`config.mk`:
```
export PLATFORM = sky130hd
export DESIGN_NAME = axi_addr_router
export DESIGN_NICKNAME = d
export VERILOG_FILES = /design/src/rtl/axi_addr_router.sv
export SDC_FILE = /design/constraint.sdc
export NUM_CORES = 1
export LEC_CHECK = 0
export CELL_PAD_IN_SITES_DETAIL_PLACEMENT = 1
export CELL_PAD_IN_SITES_GLOBAL_PLACEMENT = 1
export CORE_UTILIZATION = 14
export CTS_BUF_LIST = sky130_fd_sc_hd__clkbuf_2 sky130_fd_sc_hd__clkbuf_4 sky130_fd_sc_hd__clkbuf_8
export DETAILED_ROUTE_END_ITERATION = 10
export MAX_ROUTING_LAYER = met4
export PLACE_DENSITY_LB_ADDON = 0.1
export SLEW_MARGIN = 40
export SYNTH_ARGS = -nofsm -noshare
export SYNTH_HDL_FRONTEND = slang
export SYNTH_SLANG_ARGS = --single-unit
```
`constraint.sdc`:
```
create_clock -name clk -period 1.6 [get_ports clk]
set_input_delay 0.24 -clock clk [delete_from_list [all_inputs] [get_ports clk]]
set_output_delay 0.24 -clock clk [all_outputs]
set_load 0.02 [all_outputs]
```
`src/rtl/axi_addr_router.sv`:
```
// axi_addr_router: decodes one AXI address channel (AR or AW) onto NUM_S mapped
// slaves plus a default decode-error slave. It tracks the transactions still
// awaiting a response and stalls any request that could reorder responses
// across slaves.
module axi_addr_router #(
    parameter int unsigned NUM_S   = 6,
    parameter int unsigned ADDR_W  = 32,
    parameter logic [NUM_S*ADDR_W-1:0] BASE = '0,
    parameter logic [NUM_S*ADDR_W-1:0] MASK = '0,
    parameter int unsigned MAX_OUT = 4,
    parameter int unsigned SEL_W   = $clog2(NUM_S + 1),
    parameter int unsigned CNT_W   = $clog2(MAX_OUT + 1)
) (
    input  logic              clk,
    input  logic              rst,
    input  logic              m_valid,
    input  logic [ADDR_W-1:0] m_addr,
    output logic              m_ready,
    output logic [NUM_S:0]    s_valid,
    input  logic [NUM_S:0]    s_ready,
    input  logic              rsp_done,
    output logic [SEL_W-1:0]  rsp_sel,
    output logic              busy,
    output logic [CNT_W-1:0]  outstanding,
    output logic              protocol_err
);

    localparam int unsigned PORTS = NUM_S + 1;

    typedef enum logic {
        IDLE   = 1'b0,
        ACTIVE = 1'b1
    } state_t;

    state_t           state_q, state_d;
    logic [CNT_W-1:0] cnt_q, cnt_d;
    logic [SEL_W-1:0] sel_q, sel_d;
    logic             err_q, err_d;
    logic [SEL_W-1:0] target;
    logic             allowed;
    logic             accept;

    // Address decode: the lowest-numbered hitting region wins; a miss selects the default slave
    always_comb begin
        target = SEL_W'(NUM_S);
        for (int i = int'(NUM_S) - 1; i >= 0; i--) begin
            if ((m_addr & MASK[i*ADDR_W +: ADDR_W]) == BASE[i*ADDR_W +: ADDR_W]) begin
                target = SEL_W'(i);
            end
        end
    end

    // Request gating: only the current owner may add transactions, and only while below the depth limit
    always_comb begin
        allowed = m_valid &&
                  ((state_q == IDLE) ||
                   ((target == sel_q) && (cnt_q < CNT_W'(MAX_OUT))));
        s_valid = allowed ? (PORTS'(1) << target) : '0;
        m_ready = allowed && s_ready[target];
        accept  = m_ready;
    end

    // Next state for the tracking FSM, outstanding counter, owner and sticky error
    always_comb begin
        state_d = state_q;
        cnt_d   = cnt_q;
        sel_d   = sel_q;
        err_d   = err_q;
        if (accept) begin
            sel_d = target;
        end
        if (accept && !rsp_done) begin
            cnt_d = cnt_q + CNT_W'(1);
        end else if (!accept && rsp_done && (cnt_q != '0)) begin
            cnt_d = cnt_q - CNT_W'(1);
        end
        if (rsp_done && (cnt_q == '0)) begin
            err_d = 1'b1;
        end
        case (state_q)
            IDLE:    if (cnt_d != '0) state_d = ACTIVE;
            ACTIVE:  if (cnt_d == '0) state_d = IDLE;
            default: state_d = IDLE;
        endcase
    end

    // State register with synchronous reset
    always_ff @(posedge clk) begin
        if (rst) begin
            state_q <= IDLE;
            cnt_q   <= '0;
            sel_q   <= '0;
            err_q   <= 1'b0;
        end else begin
            state_q <= state_d;
            cnt_q   <= cnt_d;
            sel_q   <= sel_d;
            err_q   <= err_d;
        end
    end

    assign outstanding  = cnt_q;
    assign rsp_sel      = sel_q;
    assign busy         = (state_q == ACTIVE);
    assign protocol_err = err_q;

endmodule

```
==> flow_metrics.tcl, run 1 <==
set metrics [dict create \
    peakVddDrop_v 0.000585 \
    grt.overflow.total 0 \
    switching_share_pct 40.6 \
    worstPathRequired_ns 1.36 \
    finalHoldViolations 0 \
    clockBufferDepth 2 \
    synth_mux_area_share_pct 10.6 \
    row_count 18 \
    via_per_inst 3.52 \
    die-area_um2 3000 \
    cpPeakStageDelay_ns 0.59 \
    power.leakage_nw 0.339 \
    outcome "complete, no violations" \
    period_share_pct 94.8 \
    fin_worst_skew_ns 0.00294 \
    n_antenna_cell 0 \
    dp.final_hpwl_um 790 \
    ios 59 \
    holdCritPathClass "reg -> reg" \
    cts_tree "yes" \
    hold_depth 2 \
    grt_max_degree 7 \
    pre_cts_slack_ns -0.260 \
    placed_cell_area_um2 578 \
    start_util_pct 15.3 \
    synthSimpleGateAreaFrac_pct 10.6 \
    rsz0062_at_grt "false" \
    clk_latency_ns 0.24 \
    report.final.slew_viol_count 0 \
    syn2layout_area_growth_pct 61.9 \
    grt_pass1_wl_um 1480 \
    fin_area_um2 632 \
    nets 117 \
    max_cap_viol_count 0 \
    critPathLaunchType "flop" \
    combPwrFrac_pct 64.2 \
    power_mw 1.08 \
    synth_top_family_by_area "buffers and inverters" \
    die_h_um 54.8 \
    drtIter0Drc 0 \
    yosysSeqAreaShare_pct 25.6 \
    layout_common_cells "buf_4 (12), conb_1 (9), nor2_1 (5), dfxtp_1 (5), clkdlybuf4s50_1 (5)" \
    power.share.clock_pct 15.1 \
    grt_pass1_vias 347 \
    wl_um 970 \
    antenna_found_initial 0 \
    crit_chain "buf_4, clkdlybuf4s50_1" \
    ys_warn_count 0 \
    worst_slack_ns 0.0833 \
    via_count 352 \
    postLayoutCoreUtil_pct 24.8 \
    synthCells 46 \
    synth_xor_area_share_pct 4.49 \
    cp.arrival_ns 1.28 \
    place_congestion 0.633 \
    drc 0 \
    ys_types 20 \
    p_per_area_nw_per_um2 1710 \
    clk_pin_slew_worst_paths_ns 0.04 \
    rr_worst_depth 7 \
    dr.pass1.iters 1 \
    max_freq_mhz 659 \
    tns_ns 0 \
    critPathKind "reg -> out" \
    wl_per_cell_um 9.70 \
    layout_commonest_cell "buf_4" \
    synth_compound_area_share_pct 14.7 \
    core_area_um2 2540 \
    cpMaxStageDelayCell "clkdlybuf4s50_1" \
    pwr-share-seq_pct 20.7 \
    grt_usage_pct 7.33 \
    ys_ff_latch 5 \
    netlist_area_um2 390 \
    internal_power_uw 642 \
    root_buffer "clkbuf_4" \
    drive_gt1_share_pct 30.0 \
    period_needed_ns 1.52 \
    die_w_um 54.8 \
    setup_viol 0 \
    h-tree-depth 1 \
    cts.sinks 5 \
    antenna_left 0 \
    critPathCaptureType "output pin" \
    avgSynthCellArea_um2 8.49 \
    cts_buffers 3 \
    io_buffers 11 \
    synth_fa_ha_area_share_pct 9.62 \
    cts_hold_buffers 0 \
    crit_fanout 3 \
    power.switching_uw 439 \
]
==> final timing paths <==
| kind | start | to | slack (ns) |
|---|---|---|---|
| max | outstanding[1] | outstanding[1] | 0.08 |
| min | protocol_err | protocol_err | 0.48 |
| max reg2reg | outstanding[0] | busy | 0.13 |
| min reg2reg | protocol_err | protocol_err | 0.48 |
==> Yosys cell counts <==
master / instances / area, µm²
o2bb2ai_1: 1 / 8.76
o22ai_1: 1 / 6.26
mux2_1: 1 / 11.3
a21oi_2: 1 / 8.76
inv_1: 3 / 11.3
a31oi_1: 2 / 12.5
xnor2_1: 2 / 17.5
o221ai_1: 1 / 8.76
conb_1: 1 / 3.75
a21oi_1: 1 / 5.00
mux2i_1: 3 / 30.0
nand2_1: 2 / 7.51
a21boi_1: 1 / 7.51
nor2_1: 5 / 18.8
buf_4: 10 / 75.1
buf_2: 1 / 5.00
nand2_2: 1 / 6.26
dfxtp_1: 5 / 100
nand4b_1: 1 / 8.76
ha_1: 3 / 37.5
==> worst max-delay path, delay by kind of cell (launching register included) <==
family | cells | cell delay, ns
buffers and inverters | 2 | 0.71
DFF | 1 | 0.32
==> area by class of cell <==
class	count	area (µm²)
Tap cell	30	37.5
Multi-Input combinational cell	35	245
Sequential cell	5	100
Fill cell	304	1910
Clock buffer	4	30.0
Timing Repair Buffer	23	208
Inverter	3	11.3
==> sequential cells by signal, summed over array words and instances (netlist names) <==
signal	count
busy	1
outstanding	3
protocol_err	1
==> metal layers <==
layer  GRT usage [%]  routed length (µm)  up-vias  part of all wire (%)
met5               -                   0        -                     0
met4            2.56                   0        0                     0
met3            2.50                  64        0                   6.6
met2            11.4                 456       15                    47
met1            8.65                 449      154                    46
li1                -                   -      183                     -
==> cells by family after synthesis <==
kind of cell / count (synthesis)
flops: 5
mux: 4
fa+ha+maj: 3
buf+inv: 14
simple gates: 9
other cells: 1
xor+xnor: 2
compound gates: 8
==> power groups by stage <==
stage                     combinational, mW  clock (mW)  sequential (mW)
after floorplan                       0.309           0            0.292
after global placement                0.678           0            0.230
after detailed placement              0.679           0            0.230
after CTS                             0.681       0.175            0.228
after global routing                  0.771       0.184            0.233
final                                 0.694       0.163            0.224
==> stage by stage <==
stage / hold WS (ns) / std cells
after global routing: 0.491 / 100
final: 0.480 / 100
after detailed placement: 0.468 / 96
after floorplan: 0.309 / 54
after CTS: 0.481 / 100
after global placement: 0.458 / 96
==> repair_timing <==
item | in CTS | in global routing
buffers inserted | 0 | 0
endpoints found under the hold margin | 0 | 0
endpoints found under the setup margin | 2 | 4
pin swaps | 0 | 1
resized for setup | 2 | 7
(Power assumes the default switching activity.)
==> run 2, diff against run 1 <==
SLEW_MARGIN = default   (was 40)
==> results of run 2 <==
Same layout as run 1: the final DEF is identical, and so are final timing and power.
